### src/rtl/uart_frame_rx.sv
// rtl/uart_frame_rx.sv - length-prefixed UART frame deframer with CRC-32 check and held output buffer
//
// Ports:
//   comm_clk       sole clock
//   rst_n          asynchronous active-low reset
//   rx_data        received byte, qualified by rx_valid
//   rx_valid       one-cycle strobe per received byte
//   frame_valid    committed frame pending, held until frame_ack
//   frame_ack      consumer releases the pending frame
//   frame_type     type byte of the pending frame
//   frame_words    payload word count of the pending frame
//   frame_payload  payload words, word k at [32k+31:32k], unused words zero
//   ping           one-cycle pulse when a zero length byte arrives in IDLE
//   err            one-cycle error pulse
//   err_code       1 BAD_LEN, 2 BAD_CRC, 3 TIMEOUT, 4 BAD_TYPE, 5 OVERRUN; holds last code
//   busy           a frame is being parsed

module uart_frame_rx #(
    parameter int          MAX_WORDS      = 13,
    parameter int          TIMEOUT_CYCLES = 2560,
    parameter int          CHECK_CRC      = 1,
    parameter logic [15:0] TYPE_MASK      = 16'h003F
) (
    input  logic                             comm_clk,
    input  logic                             rst_n,
    input  logic [7:0]                       rx_data,
    input  logic                             rx_valid,
    output logic                             frame_valid,
    input  logic                             frame_ack,
    output logic [7:0]                       frame_type,
    output logic [$clog2(MAX_WORDS+1)-1:0]   frame_words,
    output logic [32*MAX_WORDS-1:0]          frame_payload,
    output logic                             ping,
    output logic                             err,
    output logic [2:0]                       err_code,
    output logic                             busy
);

    localparam int WW      = $clog2(MAX_WORDS + 1);
    localparam int TW      = $clog2(TIMEOUT_CYCLES + 1);
    localparam int MAX_LEN = 8 + 4 * MAX_WORDS;

    localparam logic [31:0] CRC_POLY = 32'hEDB88320;

    localparam logic [1:0] S_IDLE    = 2'd0;
    localparam logic [1:0] S_HDR     = 2'd1;
    localparam logic [1:0] S_PAYLOAD = 2'd2;
    localparam logic [1:0] S_CRC     = 2'd3;

    localparam logic [2:0] E_BAD_LEN  = 3'd1;
    localparam logic [2:0] E_BAD_CRC  = 3'd2;
    localparam logic [2:0] E_TIMEOUT  = 3'd3;
    localparam logic [2:0] E_BAD_TYPE = 3'd4;
    localparam logic [2:0] E_OVERRUN  = 3'd5;

    logic [1:0]    state;
    logic [1:0]    byte_cnt;
    logic [WW-1:0] nwords;
    logic [WW-1:0] word_idx;
    logic [23:0]   shift_q;     // first three bytes of the current payload word or CRC field
    logic [31:0]   crc_q;
    logic [7:0]    type_q;
    logic          type_bad;
    logic [TW-1:0] tmo_cnt;
    logic [31:0]   work_buf [MAX_WORDS];

    logic          len_bad;
    logic [31:0]   rx_word;
    logic          crc_ok;

    function automatic logic [31:0] crc_byte(input logic [31:0] c_in, input logic [7:0] d);
        logic [31:0] c;
        c = c_in ^ {24'd0, d};
        for (int i = 0; i < 8; i++) begin
            c = c[0] ? ((c >> 1) ^ CRC_POLY) : (c >> 1);
        end
        return c;
    endfunction

    always_comb begin
        len_bad = (rx_data < 8'd8) || (rx_data[1:0] != 2'b00) || ({24'd0, rx_data} > 32'(MAX_LEN));
        rx_word = {rx_data, shift_q};
        crc_ok  = (rx_word == ~crc_q);
    end

    assign busy = (state != S_IDLE);

    always_ff @(posedge comm_clk or negedge rst_n) begin
        if (!rst_n) begin
            state         <= S_IDLE;
            byte_cnt      <= '0;
            nwords        <= '0;
            word_idx      <= '0;
            shift_q       <= '0;
            crc_q         <= '0;
            type_q        <= '0;
            type_bad      <= 1'b0;
            tmo_cnt       <= '0;
            frame_valid   <= 1'b0;
            frame_type    <= '0;
            frame_words   <= '0;
            frame_payload <= '0;
            ping          <= 1'b0;
            err           <= 1'b0;
            err_code      <= '0;
            for (int k = 0; k < MAX_WORDS; k++) begin
                work_buf[k] <= '0;
            end
        end else begin
            ping <= 1'b0;
            err  <= 1'b0;

            // A commit later in this block overrides the release, so commit wins over ack.
            if (frame_ack && frame_valid) begin
                frame_valid <= 1'b0;
            end

            if (state == S_IDLE || rx_valid) begin
                tmo_cnt <= '0;
            end else begin
                tmo_cnt <= tmo_cnt + TW'(1);
            end

            if (state != S_IDLE && !rx_valid && tmo_cnt == TW'(TIMEOUT_CYCLES - 1)) begin
                err      <= 1'b1;
                err_code <= E_TIMEOUT;
                state    <= S_IDLE;
            end else if (rx_valid) begin
                case (state)
                    S_IDLE: begin
                        if (rx_data == 8'd0) begin
                            ping <= 1'b1;
                        end else if (len_bad) begin
                            err      <= 1'b1;
                            err_code <= E_BAD_LEN;
                        end else begin
                            nwords   <= WW'(rx_data[7:2] - 6'd2);
                            crc_q    <= crc_byte(32'hFFFFFFFF, rx_data);
                            byte_cnt <= '0;
                            state    <= S_HDR;
                        end
                    end
                    S_HDR: begin
                        crc_q    <= crc_byte(crc_q, rx_data);
                        byte_cnt <= byte_cnt + 2'd1;
                        if (byte_cnt != 2'd2) begin
                            if (rx_data != 8'd0) begin
                                err      <= 1'b1;
                                err_code <= E_BAD_LEN;
                                state    <= S_IDLE;
                            end
                        end else begin
                            // Bad type is only flagged; the frame is still consumed to stay in sync.
                            type_q   <= rx_data;
                            type_bad <= (rx_data[7:4] != 4'd0) || !TYPE_MASK[rx_data[3:0]];
                            byte_cnt <= '0;
                            word_idx <= '0;
                            state    <= (nwords != '0) ? S_PAYLOAD : S_CRC;
                        end
                    end
                    S_PAYLOAD: begin
                        crc_q    <= crc_byte(crc_q, rx_data);
                        byte_cnt <= byte_cnt + 2'd1;
                        shift_q  <= {rx_data, shift_q[23:8]};
                        if (byte_cnt == 2'd3) begin
                            work_buf[word_idx] <= rx_word;
                            word_idx           <= word_idx + WW'(1);
                            if (word_idx == nwords - WW'(1)) begin
                                state <= S_CRC;
                            end
                        end
                    end
                    default: begin
                        byte_cnt <= byte_cnt + 2'd1;
                        shift_q  <= {rx_data, shift_q[23:8]};
                        if (byte_cnt == 2'd3) begin
                            state <= S_IDLE;
                            if (type_bad) begin
                                err      <= 1'b1;
                                err_code <= E_BAD_TYPE;
                            end else if (CHECK_CRC != 0 && !crc_ok) begin
                                err      <= 1'b1;
                                err_code <= E_BAD_CRC;
                            end else if (frame_valid && !frame_ack) begin
                                err      <= 1'b1;
                                err_code <= E_OVERRUN;
                            end else begin
                                frame_valid <= 1'b1;
                                frame_type  <= type_q;
                                frame_words <= nwords;
                                for (int k = 0; k < MAX_WORDS; k++) begin
                                    frame_payload[32*k +: 32] <= (WW'(k) < nwords) ? work_buf[k] : 32'd0;
                                end
                            end
                        end
                    end
                endcase
            end
        end
    end

endmodule

### config.mk
export PLATFORM = sky130hd
export DESIGN_NAME = uart_frame_rx
export DESIGN_NICKNAME = d
export VERILOG_FILES = /design/src/rtl/uart_frame_rx.sv
export SDC_FILE = /design/constraint.sdc
export NUM_CORES = 2
export LEC_CHECK = 0
export ABC_CLOCK_PERIOD_IN_PS = 3700
export CAP_MARGIN = 20
export CORE_MARGIN = 10
export CORE_UTILIZATION = 55
export CTS_CLUSTER_SIZE = 25
export DETAILED_ROUTE_END_ITERATION = 6
export PLACE_DENSITY = 0.85
export SLEW_MARGIN = 15
export SYNTH_ARGS = -nofsm -noshare
export SYNTH_HDL_FRONTEND = slang
export SYNTH_SLANG_ARGS = --single-unit
### constraint.sdc
create_clock -name comm_clk -period 3.7 [get_ports comm_clk]
set_clock_uncertainty 0.05 [all_clocks]
set_input_delay 0.74 -clock comm_clk [delete_from_list [all_inputs] [get_ports comm_clk]]
set_output_delay 0.74 -clock comm_clk [all_outputs]
set_load 0.1 [all_outputs]
==> impl_metrics.csv <==
group,metric,value,unit
clock_network,postCtsSetupBuffers,0,
grt,use_met2,46.7,%
drt,post_drt_via_cell_ratio,5.87,
grt,grt_first_pass_wirelength,181000,um
synth,synth_top_area_share,60.3,%
synth,syn_avg_cell_area,11.4,um2
synth,synth_fp_nets,3439,
sta,hold_slack,0.0235,ns
clock_network,numCtsBuffers,94,
sta,hold_viol_final,0,
drt,num_vias,28481,
sta,grt_setup_unrepaired,"no",
sta,setup_violations,0,
synth,ys_top_cells_by_area,"dfrtp_1 (60%), mux2_2 (13%), o21ai_0 (5.8%)",
synth,seq_area_frac_synth,60.3,%
worst_setup_path,worstPathRequired,4.21,ns
worst_setup_path,critPathMaxStageDelay,1.02,ns
place,post-place-ws,0.141,ns
grt,gr-total-overflow,0,
clock_network,clock_path_buffers,3,
worst_setup_path,slowest_stage,"dfrtp_1",
cells_and_area,fin_cells,4854,
synth,ys_async_sr_fraction,100,%
cells_and_area,drive_gt1_share,20.7,%
power_and_ir_drop,p_leak,23.5,nW
place,gp_congestion,0.961,
power_and_ir_drop,power_density,627,nW/um2
grt,busiest_layer,"met2",
worst_setup_path,cp-end-kind,"register",
die,die_x,286,um
synth,synthCells,3403,
die,coreArea,70100,um2
worst_setup_path,cp_common_cell,"buf_12",
synth,synth_edf_count,0,
synth,synth_cell_types,55,
die,io_pins,447,
worst_setup_path,worstPathMaxFanout,81,
die,start_util,55.5,%
synth,synth_area,39000,um2
cells_and_area,nets,3874,
sta,fmax,308,MHz
synth,synth-seq-cells,939,
clock_network,postCtsHoldBufs,0,
drt,post-route-drc-count,0,
cells_and_area,num-fill-cells,4732,
place,dp_cells,4682,
sta,post-route-min-period,3.24,ns
clock_network,cts_sinks,939,
worst_hold_path,hold_class,"in -> async",
place,io_buffers,446,
grt,grt_max_degree,87,
clock_network,postCtsResizedCells,0,
grt,grt_usage,28.7,%
worst_setup_path,start_kind,"register",
drt,drt-total-wl,120000,um
place,hpwlAfterDp,77700,um
grt,met1_usage,36.4,%
grt,antenna_found_initial,5,
power_and_ir_drop,vdd_drop_max,0.000468,V
cells_and_area,area_growth,23.9,%
clock_network,root_buffer,"clkbuf_16",
clock_network,htreeDepth,3,
sta,relSlewSlack,27.6,%
sta,drv_slew,0,
sta,timing.final.crit_share,87.6,%
drt,wire_per_inst,24.7,um
drt,final_antenna_net_count,0,
clock_network,cts_tree,"done",
sta,fin_ws,0.458,ns
synth,ys_warn_count,0,
synth,yosys.area.top_type,"dfrtp_1",
job,maxCapViolations,0,
worst_setup_path,crit_type,"reg -> reg",
sta,tns,0,ns
worst_setup_path,path_cells,"xor2_1 > nand4_1 > nor4_1 > and4_4 > buf_12 > buf_12 > nand3_1 > o21ai_0",
die,dieArea,81900,um2
clock_network,clock_latency,0.66,ns
drt,dr.pass1.iters,6,
die,fp.dieH,286,um
die,rows,97,
drt,drt_iter0_drc,2662,
grt,met3_usage,5.02,%
grt,grt_pass1_vias,29386,
clock_network,clkTransAtPathRegs,0.06,ns
sta,worst_pin_slew,1.08,ns
worst_setup_path,cpLargestDelayFamily,"flip-flops",
worst_setup_path,crit_buf_inv,2,
outcome,status,"completed",
synth,yosys_most_used_dff,"dfrtp_1",
worst_setup_path,crit_arrival,3.75,ns
==> per-layer routing <==
| metal | part of all wire [%] | routed length [um] | up-vias |
|---|---|---|---|
| met4 | 5.6 | 6670 | 0 |
| met5 | 0 | 0 | - |
| li1 | - | - | 12173 |
| met3 | 7.4 | 8920 | 374 |
| met2 | 48 | 57900 | 1375 |
| met1 | 39 | 46200 | 14559 |
==> flip-flops by register name, indices dropped and copies added, names as in the netlist <==
name           count
err_code           3
frame_words        4
frame_valid        1
frame_payload    416
ping               1
type_bad           1
frame_type         8
err                1
state              2
word_idx           4
crc_q             32
tmo_cnt           12
work_buf         416
byte_cnt           2
type_q             8
shift_q           24
nwords             4
==> stage by stage <==
step	instance area (um2)	util, %	power (mW)
finish	48300	68.8	30.3
CTS	48300	68.8	30.2
global placement	45100	64.3	20.3
floorplan	39000	-	17.3
global route	48300	68.8	31.4
detailed placement	45100	64.3	20.5
==> logic make-up after synthesis <==
kind of cell / after synthesis / synth area share, %
buffers and inverters: 688 / 6.98
adder cells (fa/ha/maj): 24 / 0.771
XOR/XNOR: 162 / 3.99
flip-flops: 939 / 60.3
AND/OR/NAND/NOR: 608 / 7.68
multiplexers: 460 / 13.3
AO/OA/AOI/OAI: 522 / 6.99
==> Yosys cell counts, types with 2 or more instances <==
cell type,n
o21ai_0,452
o221ai_1,2
inv_1,435
nor4_1,4
o21ai_2,2
a31oi_1,3
nor3_1,12
a211oi_1,2
mux2i_1,2
xnor3_1,4
buf_4,20
buf_2,51
o21a_1,4
nor2b_1,4
or2_2,3
o211ai_1,2
xnor2_4,2
nand4_1,17
ha_1,24
xnor2_1,79
and2_1,6
mux2_2,458
xor2_1,73
buf_1,29
nor2_1,64
nand3_1,427
a221oi_1,2
a21o_1,8
or4_1,2
a21oi_1,34
dfrtp_1,939
a22o_1,3
xnor2_2,3
or3_1,5
nand2b_1,5
clkbuf_1,152
nand2_1,51
==> area by class of cell <==
cell class,instances,area (um2),area share [%]
Inverter,436,1640,3.39
Sequential cell,939,23500,48.7
Timing Repair Buffer,591,5940,12.3
Clock inverter,31,397,0.822
Multi-Input combinational cell,1776,12800,26.6
Antenna cell,3,7.51,0.0156
Tap cell,940,1180,2.44
Clock buffer,138,2780,5.75
==> worst reg2reg max path: stages (launching register included) <==
cell and delay, ns:
dfrtp_1 1.02, xor2_1 0.41, nand4_1 0.14, nor4_1 0.33, and4_4 0.36, buf_12 0.21, buf_12 0.33, nand3_1 0.17
o21ai_0 0.12
==> power breakdown <==
part	switching [mW]	internal (mW)
sequential	1.05	11.3
clock	4.13	5.59
combinational	5.28	2.90
==> cell usage in the layout (no fill, tap or decap), types with 8 or more instances in the layout <==
cell and instances:
clkinv_2 14, nor2_4 9, nand2_1 51, clkbuf_1 18, o21ai_0 452, clkbuf_16 94
buf_4 128, a21o_1 8, clkdlybuf4s50_1 422, xnor2_1 79, clkbuf_8 26, nand4_1 17
nor3_1 8, a21oi_1 34, buf_12 36, dfrtp_1 938, inv_1 435, nor2_1 55
mux2_2 458, ha_1 24, xor2_1 73, nand3_1 427
==> worst paths after layout <==
| path | from | endpoint | slack (ns) | depth (start not counted) |
|---|---|---|---|---|
| setup reg to reg | shift_q[5] | frame_payload[274] | 0.46 | 8 |
| setup / recovery | shift_q[5] | frame_payload[274] | 0.46 | 8 |
| hold / removal | rst_n | frame_type[4] | 0.02 | 1 |
| max in group asynchronous | rst_n | work_buf[393] | 2.61 | 2 |
| min in group comm_clk | tmo_cnt[0] | tmo_cnt[0] | 0.44 | 1 |
| hold reg to reg | tmo_cnt[0] | tmo_cnt[0] | 0.44 | 1 |
Power figures use the tool's default switching activity.
